===== src/rtl/mouse_pkg.sv =====
// Shared types and constants for the PS/2 mouse packet decoder.
package mouse_pkg;

    localparam int BYTE_WIDTH  = 8;
    localparam int DELTA_WIDTH = 9;
    localparam int WHEEL_WIDTH = 4;

    // Bit positions inside packet byte 0
    localparam int B0_LEFT   = 0;
    localparam int B0_RIGHT  = 1;
    localparam int B0_MIDDLE = 2;
    localparam int B0_SYNC   = 3;
    localparam int B0_XSIGN  = 4;
    localparam int B0_YSIGN  = 5;
    localparam int B0_XOVF   = 6;
    localparam int B0_YOVF   = 7;

    typedef enum logic [1:0] {
        WAIT_B0 = 2'd0,
        WAIT_B1 = 2'd1,
        WAIT_B2 = 2'd2,
        WAIT_B3 = 2'd3
    } mouse_rx_state_t;

    // Byte-0 fields kept after the sync bit has been checked
    typedef struct packed {
        logic y_ovf;
        logic x_ovf;
        logic y_sign;
        logic x_sign;
        logic middle;
        logic right;
        logic left;
    } mouse_b0_t;

    // Join a sign bit from byte 0 with the magnitude byte into a 9-bit two's-complement delta
    function automatic logic [DELTA_WIDTH-1:0] make_delta(input logic sign,
                                                          input logic [BYTE_WIDTH-1:0] mag);
        return {sign, mag};
    endfunction

endpackage


===== src/rtl/mouse_axis_clamp.sv =====
// Combinational next-position for one cursor axis: adds or subtracts a signed
// delta, saturates to [0, max], or holds the position when the axis overflowed.
module mouse_axis_clamp
    import mouse_pkg::*;
#(
    parameter int POS_WIDTH = 11
) (
    input  logic [POS_WIDTH-1:0]          pos_i,
    input  logic signed [DELTA_WIDTH-1:0] delta_i,
    input  logic [POS_WIDTH-1:0]          max_i,
    input  logic                          sub_i,
    input  logic                          hold_i,
    output logic [POS_WIDTH-1:0]          pos_o
);

    // Two guard bits: one for the carry past max, one for the sign
    localparam int W = POS_WIDTH + 2;

    logic signed [W-1:0] pos_ext;
    logic signed [W-1:0] delta_ext;
    logic signed [W-1:0] max_ext;
    logic signed [W-1:0] sum;

    assign pos_ext   = {2'b00, pos_i};
    assign delta_ext = {{(W-DELTA_WIDTH){delta_i[DELTA_WIDTH-1]}}, delta_i};
    assign max_ext   = {2'b00, max_i};

    // Add/subtract at the widened size, then saturate into the legal range
    always_comb begin
        sum   = sub_i ? (pos_ext - delta_ext) : (pos_ext + delta_ext);
        pos_o = pos_i;
        if (!hold_i) begin
            if (sum[W-1]) begin
                pos_o = '0;
            end else if (sum > max_ext) begin
                pos_o = max_i;
            end else begin
                pos_o = sum[POS_WIDTH-1:0];
            end
        end
    end

endmodule


===== src/rtl/mouse_packet_decoder.sv =====
// PS/2 mouse packet decoder: frames 3- or 4-byte packets, checks the byte-0
// sync bit, drops partial packets after an inter-byte timeout, and keeps a
// clamped cursor position.
module mouse_packet_decoder
    import mouse_pkg::*;
#(
    parameter int PACKET_BYTES   = 3,
    parameter int TIMEOUT_CYCLES = 50000,
    parameter int POS_WIDTH      = 11,
    parameter int X_MAX          = 639,
    parameter int Y_MAX          = 479
) (
    input  logic                   clk,
    input  logic                   rst,
    input  logic [BYTE_WIDTH-1:0]  i_byte,
    input  logic                   i_byte_valid,
    output logic                   o_valid,
    output logic                   o_left,
    output logic                   o_right,
    output logic                   o_middle,
    output logic [DELTA_WIDTH-1:0] o_dx,
    output logic [DELTA_WIDTH-1:0] o_dy,
    output logic [WHEEL_WIDTH-1:0] o_dz,
    output logic                   o_x_ovf,
    output logic                   o_y_ovf,
    output logic [POS_WIDTH-1:0]   o_x_pos,
    output logic [POS_WIDTH-1:0]   o_y_pos,
    output logic                   o_sync_err,
    output logic                   o_timeout
);

    localparam int                   CNT_W    = $clog2(TIMEOUT_CYCLES + 1);
    localparam logic [CNT_W-1:0]     CNT_LAST = CNT_W'(TIMEOUT_CYCLES - 1);
    localparam logic [POS_WIDTH-1:0] X_HOME   = POS_WIDTH'(X_MAX >> 1);
    localparam logic [POS_WIDTH-1:0] Y_HOME   = POS_WIDTH'(Y_MAX >> 1);

    if (PACKET_BYTES != 3 && PACKET_BYTES != 4) begin : g_bad_param
        $error("mouse_packet_decoder: PACKET_BYTES must be 3 or 4");
    end

    mouse_rx_state_t state_q, state_d;
    logic [CNT_W-1:0] cnt_q, cnt_d;

    logic timeout_hit;
    logic b0_cap;
    logic x_cap;
    logic pkt_done;
    logic sync_err_d;
    logic timeout_d;

    mouse_b0_t             b0_q;
    logic [BYTE_WIDTH-1:0] bx_q;
    logic [BYTE_WIDTH-1:0] y_byte;
    logic [WHEEL_WIDTH-1:0] z_nib;
    logic [DELTA_WIDTH-1:0] dx_d, dy_d;

    logic                   valid_q, sync_err_q, timeout_q;
    logic [2:0]             btn_q;
    logic [1:0]             ovf_q;
    logic [DELTA_WIDTH-1:0] dx_q, dy_q;
    logic [WHEEL_WIDTH-1:0] dz_q;

    // Index 0 is X, index 1 is Y
    logic [POS_WIDTH-1:0]   pos_q      [2];
    logic [POS_WIDTH-1:0]   axis_next  [2];
    logic [POS_WIDTH-1:0]   axis_max   [2];
    logic [DELTA_WIDTH-1:0] axis_delta [2];
    logic                   axis_sub   [2];
    logic                   axis_hold  [2];

    // A byte in the threshold cycle takes priority over the timeout
    assign timeout_hit = (state_q != WAIT_B0) && !i_byte_valid && (cnt_q == CNT_LAST);

    // State and inter-byte counter registers
    always_ff @(posedge clk) begin
        if (rst) begin
            state_q <= WAIT_B0;
            cnt_q   <= '0;
        end else begin
            state_q <= state_d;
            cnt_q   <= cnt_d;
        end
    end

    // Next state: advance one slot per byte, fall back to WAIT_B0 on timeout
    always_comb begin
        state_d = state_q;
        case (state_q)
            WAIT_B0: if (i_byte_valid && i_byte[B0_SYNC]) state_d = WAIT_B1;
            WAIT_B1: if (i_byte_valid) state_d = WAIT_B2;
            WAIT_B2: if (i_byte_valid) state_d = (PACKET_BYTES == 4) ? WAIT_B3 : WAIT_B0;
            WAIT_B3: if (i_byte_valid) state_d = WAIT_B0;
            default: state_d = WAIT_B0;
        endcase
        if (timeout_hit) begin
            state_d = WAIT_B0;
        end
        cnt_d = (i_byte_valid || state_d == WAIT_B0) ? '0 : cnt_q + CNT_W'(1);
    end

    // FSM outputs: capture enables, packet completion and error strobes
    always_comb begin
        b0_cap     = (state_q == WAIT_B0) && i_byte_valid && i_byte[B0_SYNC];
        sync_err_d = (state_q == WAIT_B0) && i_byte_valid && !i_byte[B0_SYNC];
        x_cap      = (state_q == WAIT_B1) && i_byte_valid;
        pkt_done   = i_byte_valid &&
                     (((state_q == WAIT_B2) && (PACKET_BYTES != 4)) || (state_q == WAIT_B3));
        timeout_d  = timeout_hit;
    end

    // The last byte of a packet feeds the outputs directly, so only the wheel
    // build needs to hold the Y byte until the Z byte arrives
    if (PACKET_BYTES == 4) begin : g_wheel
        logic [BYTE_WIDTH-1:0] by_q;

        // Hold Y while waiting for the wheel byte
        always_ff @(posedge clk) begin
            if (rst) begin
                by_q <= '0;
            end else if ((state_q == WAIT_B2) && i_byte_valid) begin
                by_q <= i_byte;
            end
        end

        assign y_byte = by_q;
        assign z_nib  = i_byte[WHEEL_WIDTH-1:0];
    end else begin : g_std
        assign y_byte = i_byte;
        assign z_nib  = '0;
    end

    assign dx_d = make_delta(b0_q.x_sign, bx_q);
    assign dy_d = make_delta(b0_q.y_sign, y_byte);

    // PS/2 +dy is up while screen Y grows downward, so Y subtracts
    assign axis_delta[0] = dx_d;
    assign axis_delta[1] = dy_d;
    assign axis_max[0]   = POS_WIDTH'(X_MAX);
    assign axis_max[1]   = POS_WIDTH'(Y_MAX);
    assign axis_sub[0]   = 1'b0;
    assign axis_sub[1]   = 1'b1;
    assign axis_hold[0]  = b0_q.x_ovf;
    assign axis_hold[1]  = b0_q.y_ovf;

    for (genvar gi = 0; gi < 2; gi++) begin : g_axis
        mouse_axis_clamp #(
            .POS_WIDTH (POS_WIDTH)
        ) u_clamp (
            .pos_i   (pos_q[gi]),
            .delta_i (axis_delta[gi]),
            .max_i   (axis_max[gi]),
            .sub_i   (axis_sub[gi]),
            .hold_i  (axis_hold[gi]),
            .pos_o   (axis_next[gi])
        );
    end

    // Byte capture, output registers and cursor position
    always_ff @(posedge clk) begin
        if (rst) begin
            b0_q       <= '0;
            bx_q       <= '0;
            valid_q    <= 1'b0;
            sync_err_q <= 1'b0;
            timeout_q  <= 1'b0;
            btn_q      <= '0;
            ovf_q      <= '0;
            dx_q       <= '0;
            dy_q       <= '0;
            dz_q       <= '0;
            pos_q[0]   <= X_HOME;
            pos_q[1]   <= Y_HOME;
        end else begin
            valid_q    <= pkt_done;
            sync_err_q <= sync_err_d;
            timeout_q  <= timeout_d;
            if (b0_cap) begin
                b0_q <= '{y_ovf:  i_byte[B0_YOVF],
                          x_ovf:  i_byte[B0_XOVF],
                          y_sign: i_byte[B0_YSIGN],
                          x_sign: i_byte[B0_XSIGN],
                          middle: i_byte[B0_MIDDLE],
                          right:  i_byte[B0_RIGHT],
                          left:   i_byte[B0_LEFT]};
            end
            if (x_cap) begin
                bx_q <= i_byte;
            end
            if (pkt_done) begin
                btn_q    <= {b0_q.middle, b0_q.right, b0_q.left};
                ovf_q    <= {b0_q.y_ovf, b0_q.x_ovf};
                dx_q     <= dx_d;
                dy_q     <= dy_d;
                dz_q     <= z_nib;
                pos_q[0] <= axis_next[0];
                pos_q[1] <= axis_next[1];
            end
        end
    end

    assign o_valid    = valid_q;
    assign o_left     = btn_q[0];
    assign o_right    = btn_q[1];
    assign o_middle   = btn_q[2];
    assign o_dx       = dx_q;
    assign o_dy       = dy_q;
    assign o_dz       = dz_q;
    assign o_x_ovf    = ovf_q[0];
    assign o_y_ovf    = ovf_q[1];
    assign o_x_pos    = pos_q[0];
    assign o_y_pos    = pos_q[1];
    assign o_sync_err = sync_err_q;
    assign o_timeout  = timeout_q;

endmodule


===== config.mk =====
export PLATFORM = sky130hd
export DESIGN_NAME = mouse_packet_decoder
export DESIGN_NICKNAME = d
export VERILOG_FILES = /design/src/rtl/mouse_pkg.sv /design/src/rtl/mouse_axis_clamp.sv /design/src/rtl/mouse_packet_decoder.sv
export SDC_FILE = /design/constraint.sdc
export NUM_CORES = 1
export LEC_CHECK = 0
export CAP_MARGIN = 10
export CORE_MARGIN = 5
export CORE_UTILIZATION = 30
export DETAILED_ROUTE_END_ITERATION = 8
export PLACE_DENSITY = 0.6
export SLEW_MARGIN = 20
export SYNTH_ARGS = -nofsm -noshare
export SYNTH_HDL_FRONTEND = slang
export SYNTH_HIERARCHICAL = 1
export SYNTH_SLANG_ARGS = --single-unit

===== constraint.sdc =====
create_clock -name clk -period 10 [get_ports clk]
set_input_delay 1.5 -clock clk [delete_from_list [all_inputs] [get_ports clk]]
set_output_delay 1.5 -clock clk [all_outputs]
set_load 0.02 [all_outputs]

# Yosys cells after proc, flatten, opt, wreduce, memory -nomap -nowiden
# Memory sizes are Yosys's and may differ from the RTL's.
# Cells that the tools add are included.
[word_totals] memories=1 regBits=59 mem_bits_rw=22 input_bits=11 output_inout_bits=52 word_cells=64
[mem_list] memory="pos_q" words=2 word_bits=11 rd=2 rd_ports_with_merged_regs=0 wr=2 line_no="mouse_packet_decoder.sv:64" text="logic [POS_WIDTH-1:0] pos_q [2];"
[op_classes] bitwise=2 n_eq_ne=4 mux=18 reduce_logical=17 addsub=3 n_lt_le_gt_ge=2
[op_table] cell="$mux W11" n=8
[op_table] cell="$add A16 B1 Y16 const B" n=1
[op_table] cell="$eq A16 B16 Y1 const B" n=1
[op_table] cell="$add A12 B9 Y13" n=1
[op_table] cell="$gt A13 B10 Y1 const B" n=1
[op_table] cell="$gt A13 B11 Y1 const B" n=1
[op_table] cell="$sub A12 B9 Y13" n=1
[op_table] cell="$logic_and A1 B1 Y1" n=8
[op_table] cell="$mux W2" n=4
[op_table] cell="$pmux W2 S3" n=1
[op_table] cell="$mux W1" n=5
[op_table] cell="$eq A2 B2 Y1 const B" n=2
[op_table] cell="$logic_not A2 Y1" n=2
[op_table] cell="$reduce_or A2 Y1" n=2
[op_table] cell="$eq A2 B1 Y1 const B" n=1
[op_table] cell="$logic_not A1 Y1" n=2
[op_table] cell="$logic_or A1 B1 Y1" n=2
[op_table] cell="$or A1 B1 Y1" n=2
[op_table] cell="$reduce_bool A2 Y1" n=1

# Logic depth before layout (Yosys ltp)
[logic_depth] depth_word=7 ltp_mapped=21 ltp_nobuf=20

# By module
# Netlist, hierarchy kept.
[modules_own_cells] module="mouse_packet_decoder" seq_area_each_um2=1841.8 instances=1 cells_per_inst=258 area_per_inst_um2=2944.1
[modules_own_cells] module="mouse_axis_clamp" seq_area_each_um2=0.0 instances=2 cells_per_inst=189 area_per_inst_um2=1352.5

# Worst setup path before layout
# No wires, ideal clock.
[synth_path] path_kind="input-to-reg" start="input i_byte[4]" end="memory pos_q[1][0], in the netlist pos_q[0][11], data pin" path_stages=15 path_slack_ns=5.018 arrival_time_ns=4.717 required_time_ns=9.735 cell_sequence="or3_4 -> o41ai_4 -> ha_1 -> inv_1 -> or4b_2 -> o311ai_2 -> ha_1 -> o21a_1 -> o32ai_1 -> a21oi_1 -> a21oi_2 -> buf_6 -> mux2i_1 -> o22ai_2 -> nand2b_1"
[synth_lines] item="start: declaration" line_no="mouse_packet_decoder.sv:15" text="input logic [BYTE_WIDTH-1:0] i_byte,"
[synth_lines] item="end: declaration" line_no="mouse_packet_decoder.sv:64"

==> results.txt <==
----------------------------------------------------
[Cells and area]
  P&R area growth vs syn ... 22.6%
  Share of post-route cells with drive strength above 1 ... 8.15%
  Number of antenna diodes ... 0
  FF+latch area ... 1840 µm²
  Number of fill cells ... between 1500 and 2000
  Final non-filler cell total ... 970
  Area of the multi-input gates ... 3700 µm²
  Total Nets Final ... between 700 and 800

[STA]
  Clock period minus final worst setup slack ... ~5.9 ns
  Highest achievable clock rate ... 0.170 GHz
  Worst path setup slack after routing ... just over 4 ns
  RSZ-0062 raised after global routing ... false
  Final setup violating endpoints ... 0
  Worst hold slack across all endpoints ... around 0.46 ns
  Relative slew slack ... ~30%
  Final clock skew ... between 0.01 and 0.015 ns
  Setup TNS Final ... 0 ns
  Pin slew with the least headroom to its limit ... 1.05 ns
  Final Cycle Share ... about three fifths
  Final number of max-transition violations ... 0
  Final count of hold timing violations ... 0

[Clock tree]
  Total of hold buffers inserted after clock tree synthesis ... 0
  PostCTS Resize Cnt ... 0
  Clock tree from TritonCTS ... built
  Clk sink count ... 81
  CTS H-tree lvls ... 3
  Worst skew pair latency ... roughly 0.35 ns
  Clock input transition at the sequential cells of the worst setup and hold paths ... 0.06 ns
  Buffer levels on the longest clock path ... 2
  Root Driver ... clkbuf_16
  Buffers inserted by post-CTS timing repair ... 0
  Number of CTS-inserted buffers ... 9

[Placement]
  IO Port Bufs ... 58
  Placed insts ... between 900 and 1000
  Post-Place Setup Slack ... between 3 and 4 ns
  Final weighted congestion in routability-driven placement ... roughly 0.84
  Half-perimeter wire length of the detailed placement result ... around 11 mm

[Yosys]
  Commonest register cell after synthesis ... dfxtp_1
  Sequential element share of the synthesized area ... 32.6%
  Synth cell types ... just over 60
  Summed instance area of the synthesized netlist ... between 5000 and 6000 µm²
  Count of state elements after synthesis ... 81
  Total of warnings raised by yosys ... 6
  Number of enable flip-flop cells after synthesis ... 22
  Gate count of the mapped netlist ... approximately 640
  Share of synthesized registers carrying an async set or reset ... 0%
  Average size of a mapped cell ... slightly below 9 µm²

[Critical path]
  Largest stage delay, worst path ... approximately 0.63 ns
  CP Data Arrival Time ... approximately 6.0 ns
  Cell type with the highest occurrence count on the critical path ... ha_1
  Worst EP required ... 10.08 ns
  CP Buf/Inv Count ... 2
  Family with the most delay on the worst path ... compound AO/OA/AOI/OAI gates
  Critical path, cell by cell ... clkdlybuf4s50_1, or3_4, o41ai_4, ha_1, inv_1, nor3_1, a31oi_1, a21boi_0, o311ai_2, ha_1, nand3_1, o32ai_1, a21oi_1, a21oi_2, mux2i_1, o22ai_2, nand2b_1
  Kind of end point of the critical path ... register
  Highest net fanout along the worst path ... 11
  Launching element type of the critical path ... input port
  Worst path slowest cell ... a21oi_2
  Path type of the worst setup path ... in2reg

[Power and ir drop]
  Sum of internal, switching and leakage power ... approximately 0.0010 W
  Internal Pwr Total ... between 0.0007 and 0.0008 W
  Peak VDD IR ... just under 80 µV
  Part of the power in registers ... around a third
  Pwr Density ... 149 nW/µm²
  Power dissipated by switching net loads ... around 0.00033 W
  Standby leakage power ... between 2 and 3 nW
  Power share of the clock group ... between 30 and 40%
  Switching Fraction ... around 32%
  Part of the power in combinational logic ... between 20 and 30%

[Routing]
  DRT iter0 DRCs ... 256
  Via total after detailed routing ... approximately 4600
  Wire length per cell ... 14.3 µm
  Number of design rule violations left after detail routing ... 0
  Number of optimization iterations in the first detailed-route pass ... 5
  Final routed wirelength across all metal layers ... around 14 mm
  Antenna Nets Post-Route ... 0
  Avg Vias per Cell ... 4.78

[Global route]
  Largest net degree at the start of global routing ... 32
  Via count of the first global-routing pass ... around 4400
  Global-route usage over all layers ... a little over an eighth
  Total overflow reported by the global router ... 0
  Antenna violations before repair ... 0
  Global-route wire length before repair ... between 20 and 25 mm

[Run status]
  Run status ... complete, no violations

[Floorplanning]
  Initial Utilization ... 30.3%
  Die X-Extent ... 147 µm
  IO Pins ... 63
  Number of cell rows ... 50
  Vertical die dimension ... ~150 µm
  Area enclosed by the die boundary ... 21700 µm²
  CORE AREA ... 18600 µm²

[Job]
  Max Cap Violations ... 0

[Min path]
  Worst min-delay path category ... reg2reg

----------------------------------------------------
per-stage QoR:
step                      utilization (%)  instance area [µm²]
final                                37.1                 6930
after global routing                 37.1                 6930
after CTS                            37.1                 6920
after detailed placement             35.3                 6590
after global placement               35.3                 6590
after floorplan                         -                 5840
final timing paths:
| check | from | end | slack (ns) | cells after the start |
|---|---|---|---|---|
| max reg2reg | bx_q[2] | pos_q[0][0] | 4.95 | 18 |
| max | i_byte[3] | pos_q[0][11] | 4.12 | 17 |
| min | b0_q[1] | b0_q[1] | 0.46 | 2 |
| min reg2reg | b0_q[1] | b0_q[1] | 0.46 | 2 |
power by group through the flow:
| stage | registers, W | logic [W] | clock network [W] |
|---|---|---|---|
| final | 0.000348 | 0.000307 | 0.000376 |
| after global routing | 0.000349 | 0.000346 | 0.000399 |
| after CTS | 0.000349 | 0.000307 | 0.000388 |
| after detailed placement | 0.000356 | 0.000305 | 0 |
| after global placement | 0.000356 | 0.000302 | 0 |
| after floorplan | 0.000356 | 0.000254 | 0 |
registers in the layout (all words and copies together) (netlist names), 2 cells and up:
| signal | cells |
|---|---|
| axis_delta | 2 |
| ovf_q | 2 |
| state_q | 2 |
| axis_hold | 2 |
| cnt_q | 16 |
| pos_q | 22 |
| o_dy | 9 |
| o_dx | 9 |
| btn_q | 3 |
| bx_q | 8 |
| b0_q | 3 |
routing by layer:
metal	vias to the layer above	wire length [µm]	part of all wire, %	track usage, %
met3	16	499	3.6	2.07
met4	0	239	1.7	4.38
met5	-	0	0	0
met1	2134	6680	48	17.7
met2	78	6440	46	21.1
li1	2409	-	-	-
worst reg2reg max path, cell delays in order (launching register included):
cell	delay, ns
dfxtp_1	0.35
or3_1	0.46
nor3_1	0.27
nor2_1	0.10
xnor2_1	0.21
ha_1	0.32
o21ai_1	0.22
nor2_1	0.10
o221ai_1	0.26
or4b_2	0.63
o311ai_2	0.14
ha_1	0.21
nand3_1	0.07
o32ai_1	0.26
a21oi_1	0.08
a21oi_2	0.62
mux2i_1	0.29
o22ai_2	0.07
nand2b_1	0.16
final cells by class:
cell class                 instances  share of cell area (%)
multi-input combinational        536                    53.5
sequential                        81                    26.6
timing repair buffer              60                    8.60
tap                              234                    4.23
clock buffer                       9                    3.25
inverter                          43                    2.33
clock inverter                     7                    1.54
cells in the mapped netlist, types with 18 or more instances:
| library cell | count | share of area (%) |
|---|---|---|
| ha_1 | 47 | 10 |
| xnor2_1 | 36 | 5.6 |
| inv_1 | 43 | 2.9 |
| nand2b_1 | 20 | 2.2 |
| a21oi_1 | 35 | 3.1 |
| edfxtp_1 | 22 | 12 |
| nand2_1 | 44 | 2.9 |
| nor2_1 | 71 | 4.7 |
| a22o_1 | 23 | 3.6 |
| dfxtp_1 | 59 | 21 |
| o21ai_2 | 18 | 2.8 |
| mux2i_1 | 32 | 5.7 |
layout by cell type, fill, tap and decap left out, types with 13 or more instances in the layout:
cell type,instances
ha_1,47
xnor2_1,36
dfxtp_1,59
mux2i_1,32
o21ai_2,18
clkdlybuf4s50_1,58
nor3_1,17
inv_1,43
nand3_1,13
nand2b_1,20
a21oi_1,34
conb_1,52
a22o_1,23
edfxtp_1,22
nor2_1,71
o21ai_0,16
nand2_1,44
kinds of logic after synthesis:
kind of cell	Yosys count	synth area share [%]
multiplexers	32	5.67
other	2	0.133
XOR/XNOR	43	6.67
AO/OA/AOI/OAI	149	19.9
AND/OR/NAND/NOR	211	18.5
buffers and inverters	69	5.38
flip-flops	81	32.6
adder cells (fa/ha/maj)	49	11.1
Note: power is estimated with default switching activity, not from simulation.
